--- src/rtl/apb_req_arbiter.sv ---
// Round-robin arbiter that shares one APB master port between NUM_REQ requesters,
// with peripheral decode, SETUP/ACCESS sequencing, wait states and a wait timeout.
module apb_req_arbiter #(
  parameter int NUM_REQ = 2,
  parameter int TIMEOUT = 16
) (
  input  logic                  hclk,
  input  logic                  hresetn,
  input  logic [NUM_REQ-1:0]    req,
  input  logic [NUM_REQ-1:0]    req_write,
  input  logic [32*NUM_REQ-1:0] req_addr,
  input  logic [32*NUM_REQ-1:0] req_wdata,
  output logic [NUM_REQ-1:0]    gnt,
  output logic [NUM_REQ-1:0]    done,
  output logic                  err,
  output logic [31:0]           rdata,
  output logic [31:0]           paddr,
  output logic [31:0]           pwdata,
  output logic                  pwrite,
  output logic [2:0]            pselx,
  output logic                  penable,
  input  logic [31:0]           prdata,
  input  logic                  pready,
  input  logic                  pslverr
);
  localparam int IDX_W  = 2;
  localparam int WAIT_W = (TIMEOUT > 0) ? $clog2(TIMEOUT + 1) : 1;

  typedef enum logic [1:0] {
    S_IDLE   = 2'd0,
    S_SETUP  = 2'd1,
    S_ACCESS = 2'd2,
    S_DONE   = 2'd3
  } state_t;

  // Three 64 MB windows starting at 0x8000_0000; anything else is a miss.
  function automatic logic [2:0] decode_sel(input logic [31:0] addr);
    logic [2:0] sel;
    case (addr[31:26])
      6'b100000: sel = 3'b001;
      6'b100001: sel = 3'b010;
      6'b100010: sel = 3'b100;
      default:   sel = 3'b000;
    endcase
    return sel;
  endfunction

  function automatic logic [NUM_REQ-1:0] onehot(input logic [IDX_W-1:0] idx);
    logic [NUM_REQ-1:0] vec;
    for (int j = 0; j < NUM_REQ; j++) begin
      vec[j] = (idx == IDX_W'(j));
    end
    return vec;
  endfunction

  state_t             state_r, state_s;
  logic [IDX_W-1:0]   ptr_r, ptr_s, owner_r, owner_s;
  logic [WAIT_W-1:0]  wait_r, wait_s, wait_inc_s;
  logic [2:0]         sel_r, sel_s, pselx_r, pselx_s, win_sel_s;
  logic [31:0]        paddr_r, paddr_s, pwdata_r, pwdata_s, rdata_r, rdata_s;
  logic               pwrite_r, pwrite_s, penable_r, penable_s, err_r, err_s;
  logic [NUM_REQ-1:0] gnt_r, gnt_s, done_r, done_s;
  logic               win_found_s, win_write_s;
  logic [IDX_W-1:0]   win_idx_s;
  logic [31:0]        win_addr_s, win_wdata_s;

  assign win_sel_s  = decode_sel(win_addr_s);
  assign wait_inc_s = wait_r + WAIT_W'(1);

  // Round-robin pick: the requester closest to ptr_r (going upward, wrapping) wins
  always_comb begin
    int best;
    best        = NUM_REQ;
    win_found_s = 1'b0;
    win_idx_s   = ptr_r;
    win_write_s = 1'b0;
    win_addr_s  = 32'h0000_0000;
    win_wdata_s = 32'h0000_0000;
    for (int j = 0; j < NUM_REQ; j++) begin
      if (req[j] && (((j + NUM_REQ - int'(ptr_r)) % NUM_REQ) < best)) begin
        best        = (j + NUM_REQ - int'(ptr_r)) % NUM_REQ;
        win_found_s = 1'b1;
        win_idx_s   = IDX_W'(j);
        win_write_s = req_write[j];
        win_addr_s  = req_addr[32*j +: 32];
        win_wdata_s = req_wdata[32*j +: 32];
      end else begin
        best = best;
      end
    end
  end

  // Next-state and next-output logic; every output is registered from here
  always_comb begin
    state_s   = state_r;
    ptr_s     = ptr_r;
    owner_s   = owner_r;
    wait_s    = wait_r;
    sel_s     = sel_r;
    paddr_s   = paddr_r;
    pwdata_s  = pwdata_r;
    pwrite_s  = pwrite_r;
    rdata_s   = rdata_r;
    gnt_s     = gnt_r;
    pselx_s   = 3'b000;
    penable_s = 1'b0;
    done_s    = {NUM_REQ{1'b0}};
    err_s     = 1'b0;
    case (state_r)
      S_IDLE: begin
        if (win_found_s) begin
          owner_s = win_idx_s;
          gnt_s   = onehot(win_idx_s);
          if (win_sel_s != 3'b000) begin
            state_s  = S_SETUP;
            sel_s    = win_sel_s;
            pselx_s  = win_sel_s;
            paddr_s  = win_addr_s;
            pwdata_s = win_wdata_s;
            pwrite_s = win_write_s;
          end else begin
            // Decode miss completes immediately without touching the bus
            state_s = S_DONE;
            done_s  = onehot(win_idx_s);
            err_s   = 1'b1;
          end
        end else begin
          gnt_s = {NUM_REQ{1'b0}};
        end
      end
      S_SETUP: begin
        state_s   = S_ACCESS;
        pselx_s   = sel_r;
        penable_s = 1'b1;
        wait_s    = {WAIT_W{1'b0}};
      end
      S_ACCESS: begin
        if (pready) begin
          state_s = S_DONE;
          done_s  = onehot(owner_r);
          err_s   = pslverr;
          if (!pwrite_r) begin
            rdata_s = prdata;
          end else begin
            rdata_s = rdata_r;
          end
        end else if ((TIMEOUT != 0) && (wait_inc_s == WAIT_W'(TIMEOUT))) begin
          state_s = S_DONE;
          done_s  = onehot(owner_r);
          err_s   = 1'b1;
        end else begin
          pselx_s   = sel_r;
          penable_s = 1'b1;
          wait_s    = wait_inc_s;
        end
      end
      S_DONE: begin
        state_s = S_IDLE;
        gnt_s   = {NUM_REQ{1'b0}};
        ptr_s   = (owner_r == IDX_W'(NUM_REQ - 1)) ? IDX_W'(0) : owner_r + IDX_W'(1);
      end
      default: begin
        state_s = S_IDLE;
        gnt_s   = {NUM_REQ{1'b0}};
      end
    endcase
  end

  // State, pointer and output registers with synchronous active-high reset
  always_ff @(posedge hclk) begin
    if (hresetn) begin
      state_r   <= S_IDLE;
      ptr_r     <= {IDX_W{1'b0}};
      owner_r   <= {IDX_W{1'b0}};
      wait_r    <= {WAIT_W{1'b0}};
      sel_r     <= 3'b000;
      paddr_r   <= 32'h0000_0000;
      pwdata_r  <= 32'h0000_0000;
      pwrite_r  <= 1'b0;
      rdata_r   <= 32'h0000_0000;
      gnt_r     <= {NUM_REQ{1'b0}};
      pselx_r   <= 3'b000;
      penable_r <= 1'b0;
      done_r    <= {NUM_REQ{1'b0}};
      err_r     <= 1'b0;
    end else begin
      state_r   <= state_s;
      ptr_r     <= ptr_s;
      owner_r   <= owner_s;
      wait_r    <= wait_s;
      sel_r     <= sel_s;
      paddr_r   <= paddr_s;
      pwdata_r  <= pwdata_s;
      pwrite_r  <= pwrite_s;
      rdata_r   <= rdata_s;
      gnt_r     <= gnt_s;
      pselx_r   <= pselx_s;
      penable_r <= penable_s;
      done_r    <= done_s;
      err_r     <= err_s;
    end
  end

  assign gnt     = gnt_r;
  assign done    = done_r;
  assign err     = err_r;
  assign rdata   = rdata_r;
  assign paddr   = paddr_r;
  assign pwdata  = pwdata_r;
  assign pwrite  = pwrite_r;
  assign pselx   = pselx_r;
  assign penable = penable_r;

endmodule

--- config.mk ---
export PLATFORM = sky130hd
export DESIGN_NAME = apb_req_arbiter
export DESIGN_NICKNAME = d
export VERILOG_FILES = /design/src/rtl/apb_req_arbiter.sv
export SDC_FILE = /design/constraint.sdc
export NUM_CORES = 1
export LEC_CHECK = 0
export CORE_MARGIN = 1.5
export CORE_UTILIZATION = 35
export DETAILED_ROUTE_END_ITERATION = 7
export GPL_TIMING_DRIVEN = 0
export PLACE_DENSITY = 0.72
export REMOVE_ABC_BUFFERS = 1
export SETUP_SLACK_MARGIN = 0.3
export SLEW_MARGIN = 25
export SYNTH_ARGS = -nofsm -noshare
export SYNTH_HDL_FRONTEND = slang
export SYNTH_SLANG_ARGS = --single-unit
--- constraint.sdc ---
create_clock -name hclk -period 2.42 [get_ports hclk]
set_input_delay 0.242 -clock hclk [delete_from_list [all_inputs] [get_ports hclk]]
set_output_delay 0.242 -clock hclk [all_outputs]
set_load 0.02 [all_outputs]
Word-level counts from Yosys, hierarchy flattened --
Cells that the tools add are included. Widths: inputs -> output; s select.
Cells by class: add/subtract/negate cells 4, muxes and demuxes 41, reduce and logical (&&, ||, !) cells 13, $lt $le $gt $ge 2, bitwise logic cells 3, eq/ne operators 13
Operator list (number):
- $mux 32 | 5
- $lt 2x32->1 | 1
- $mux 2 | 12
- $eq 6x6->1 const B | 3
- $pmux 3 s3 | 2
- $mux 3 | 4
- $mux 1 | 10
- $mux 5 | 2
- $pmux 5 s2 | 1
- $reduce_and 3->1 | 3
- $pmux 2 s2 | 2
- $pmux 2 s4 | 1
- $eq 2x1->1 const B | 3
- $logic_not 2->1 | 3
- $ne 2x2->1 const B | 3
- $sub 2x2->3 const A | 2
- $add 5x1->5 const B | 1
- $eq 5x5->1 const B | 1
- $eq 2x2->1 const B | 2
- $pmux 1 s2 | 2
- $reduce_and 2->1 | 2
- $reduce_bool 2->1 | 2
- $lt 2x3->1 const B | 1
- $ne 3x3->1 const B | 1
- 5 further kinds | 7
Word-level totals: output and inout bits 106, register bits 120, logic and storage cells 90, bits of input ports 168

Logic depth before layout (Yosys ltp) --
word-level depth 14, mapped depth 8

Least setup slack after synthesis --
No wires, ideal clock.
kind register -> register, from register state_r[0], to register paddr_r[22], in the netlist paddr[22], cell stages (with the launch flop) 8, setup slack 616 ps, arrival 1670 ps, required time 2287 ps, buffers on the path 1, setup time 133 ps, path through dfxtp_1 > inv_1 > ha_1 > nor2b_1 > o221ai_1 > nor3_4 > buf_6 > a311oi_1
On the way: cells in the longest elaborated chain, start to end 2
RTL lines:
- start, declared | RTL line 56 | state_t state_r, state_s;
- start signal, assigned | RTL line 187 | state_r <= state_s;
- $logic_not 2->1 | RTL line 109 | case (state_r)
- $reduce_and 3->1 (no source line)
- end signal, assigned | RTL line 192 | paddr_r <= paddr_s;
- end, declared | RTL line 60 | logic [31:0] paddr_r, paddr_s, pwdata_r, pwdata_s, rdata_r, rdata_s;
No other way between the ends. A chain may end at the register's enable or synchronous reset.

Worst setup path in the final report --
from input req_addr[60], to register pwdata_r[24], in the netlist pwdata[24]
On the way: cells in the longest elaborated chain, start to end 5, elaborated cells on any way between the ends 7, classes of those cells 3 x eq/ne; 2 x mux; 2 x reduce/logical
RTL lines:
- start, declared | RTL line 11 | input logic [32*NUM_REQ-1:0] req_addr,
- $mux 32 * | RTL line 80 | if (req[j] && (((j + NUM_REQ - int'(ptr_r)) % NUM_REQ) < best)) begin
- $eq 6x6->1 | RTL line 39 | case (addr[31:26])
- $pmux 3 s3 * | RTL line 39
- $reduce_bool 3->1 * | RTL line 114 | if (win_sel_s != 3'b000) begin
- $reduce_and 3->1 (no source line) *
- end signal, assigned | RTL line 193 | pwdata_r <= pwdata_s;
- end, declared | RTL line 60
Mark *: on every way between the ends. The rest lies on a longest branch, timed or not.

==> results.toml <==
[worst_hold_path]
worstHoldEndpoint = "pwdata[4]"
worstHoldStart = "req[0]"
hold_class = "in -> reg"
holdPathStages = 3

[clock_tree]
tritoncts = "yes"
cts_hold_buf = 0
cts_sinks = 120
clk_pin_slew_ps = 60
clkLatencyLatePin_ps = 420
numCtsBuffers = 17
h-tree-depth = 4
cts_root_buf = "clkbuf_16"
clockBufferDepth = 2

[logic_synthesis]
synthArstFlopShare_pct = 0
ys_types = 51
syn-mean-instance-area_sq_um = 8.36
synth.cell_area_sq_um = 5390
synth_ff_type = "dfxtp_1"
synth_edf_count = 0
ys_seq_elements = 120
syn_inst = 645
seq_area_frac_synth_pct = 44.6
yosys_warnings = 0

[drt]
wirelength_microns = 21900
avgViaCountPerCell = 5.65
dr.pass1.iters = 5
wl_per_cell_microns = 19.7
drt-initial-drc-count = 398
detail-route-antenna-nets = 0
num_vias = 6279
drc = 0

[grt]
grt_pass1_wl_microns = 31400
grt_start_max_net_pins = 58
overflow = 0
antenna_found_initial = 0
grt_usage_pct = 25.1
grt_pass1_vias = 5781

[timing]
final.setup_skew_ps = 11.8
fin_crit_sh_pct = 86.0
hold_slack_ps = 212
fmax_mhz = 480
timing_hold_violations_final = 0
final_max_slew_viol_count = 0
tightest_slew_ps = 927
setup_slack_ps = 338
setup_viol = 0
rsz0062_at_grt = "true"
final.min_clock_period_ps = 2080
slew_headroom_pct = 38.0

[placed_design]
place_ws_ps = -555
gp_congestion = 0.789
postPlaceCellArea_sq_um = 8340
port_buffers = 273
dp_cells = 1054
hpwl_microns = 12600

[job]
drv_cap = 0

[worst_setup_path]
reg2reg_setup_slack_ps = 360
cp.arrival_ps = 2360
critPathLaunchType = "primary input"
crit_type = "in -> reg"
r2r-start = "ptr_r[1]"
end_kind = "flip-flop"
crit_required_ps = 2700
cp_max_fo = 17
reg2reg_to = "pwdata[24]"
r2r_cells = 8

[cells_and_area]
nNetsFinal = 1084
postLayoutCellArea_sq_um = 9430
diodes = 0
instances_no_fill = 1112
drive_gt1_share_pct = 10.5
area_delta_synth_final_pct = 74.8

[pwr]
p_per_area_nw_per_um2 = 803
power_w = 0.00757
leakage_nw = 3.31
peakVddDrop_v = 0.000475

[floorplan]
initial_core_util_pct = 35.6
die_area_sq_um = 16200
row_count = 45
core_sq_um = 15100
die_x_microns = 127
die_height_microns = 127
ios = 274

[outcome]
status = "completed"
==> stage by stage <==
stage          utilization [%]  setup TNS, ps
2_1_floorplan                -         -95640
3_3_place_gp              52.8        -497610
3_5_place_dp              55.1         -24910
4_1_cts                   60.9              0
5_1_grt                   62.2              0
6_report                  62.2              0
==> final cells by class <==
cell class              count  area, sq um
clock inverters            14          220
clock buffers              18          439
multi-input cells         461         2860
repair buffers            305         3240
fillers                  1283         5720
flip-flops and latches    120         2400
inverters                   6         22.5
well taps                 188          235
==> synth_stat cells (3+ instances only) <==
cell / count / area, sq um
a21oi_1: 42 / 210
a311oi_1: 59 / 517
a31oi_1: 60 / 375
and2_1: 4 / 25.0
and3_1: 3 / 18.8
buf_2: 13 / 65.1
buf_6: 12 / 135
clkbuf_1: 35 / 131
dfxtp_1: 120 / 2400
ha_1: 5 / 62.6
inv_1: 5 / 18.8
nand2_1: 140 / 526
nand2b_1: 3 / 18.8
nand3_1: 66 / 330
nor2_1: 15 / 56.3
nor2b_1: 3 / 18.8
o211a_1: 7 / 70.1
o211ai_1: 4 / 30.0
o22ai_1: 5 / 31.3
o32ai_1: 3 / 26.3
or2_2: 3 / 18.8
==> cell usage in the layout, fill, tap and decap left out, drive strengths merged, types with 4 or more instances in the layout <==
master,netlist,routed
a21oi,42,42
a311oi,59,59
a31oi,60,60
and2,4,4
and3,4,4
buf,29,32
bufinv,0,5
clkbuf,36,19
clkdlybuf4s50,0,270
clkinvlp,0,7
dfxtp,120,120
ha,5,5
inv,6,8
nand2,140,140
nand3,67,67
nor2,15,15
o211a,7,7
o211ai,4,4
o221a,2,9
o22ai,5,5
or2,4,4
==> power breakdown <==
| part | internal [W] | switching [W] | leakage (nW) | total (W) |
|---|---|---|---|---|
| Clock | 0.00186 | 0.000969 | 0.297 | 0.00283 |
| Sequential | 0.00219 | 0.000114 | 0.973 | 0.00230 |
| Combinational | 0.00113 | 0.00131 | 2.04 | 0.00244 |
==> state kept, by name, indices dropped and copies added, names as in the netlist <==
name / cells
owner_r: 2
err: 1
paddr: 32
penable: 1
rdata: 32
done: 2
sel_r: 3
gnt: 2
state_r: 2
pwrite: 1
pselx: 3
wait_r: 5
pwdata: 32
ptr_r: 2
==> repair_timing <==
item,4_1_cts,5_1_grt
pin swaps,4,4
gates cloned,4,4
buffers inserted,12,6
resized for setup,8,15
setup endpoints to repair,70,69
==> cell families (layout without fill, tap and decap cells) <==
kind of cell	after synthesis	after routing	synth area share, %
AOI/OAI and AO/OA	198	205	26.2
buffers and inverters	71	343	7.08
muxes	1	1	0.186
DFF	120	120	44.6
and+or+nand+nor	250	250	20.8
adders and majority gates	5	5	1.16
==> worst max-delay path: stages <==
cell and delay [ps]:
clkdlybuf4s50_1 400, nor2_1 710, o221ai_2 240, nor3_4 300, buf_6 180, buf_8 170, a311oi_1 110
==> worst max path at each step <==
| stage | from | end |
|---|---|---|
| 6_report | req_addr[60] | pwdata[24] |
| 2_1_floorplan | ptr_r[1] | sel_r[0] |
| 3_3_place_gp | req[0] | pwdata[6] |
| 4_1_cts | req[1] | paddr[11] |
| 5_1_grt | req_addr[60] | pwdata[24] |
| 3_5_place_dp | req[1] | paddr[18] |
==> metal layers <==
metal	global-route usage, %	share of wire [%]
met3	6.53	7.1
met1	31.3	42
met4	10.4	3.4
met2	41.4	48
met5	0	0
No activity file was read; power rests on OpenSTA's default activity.
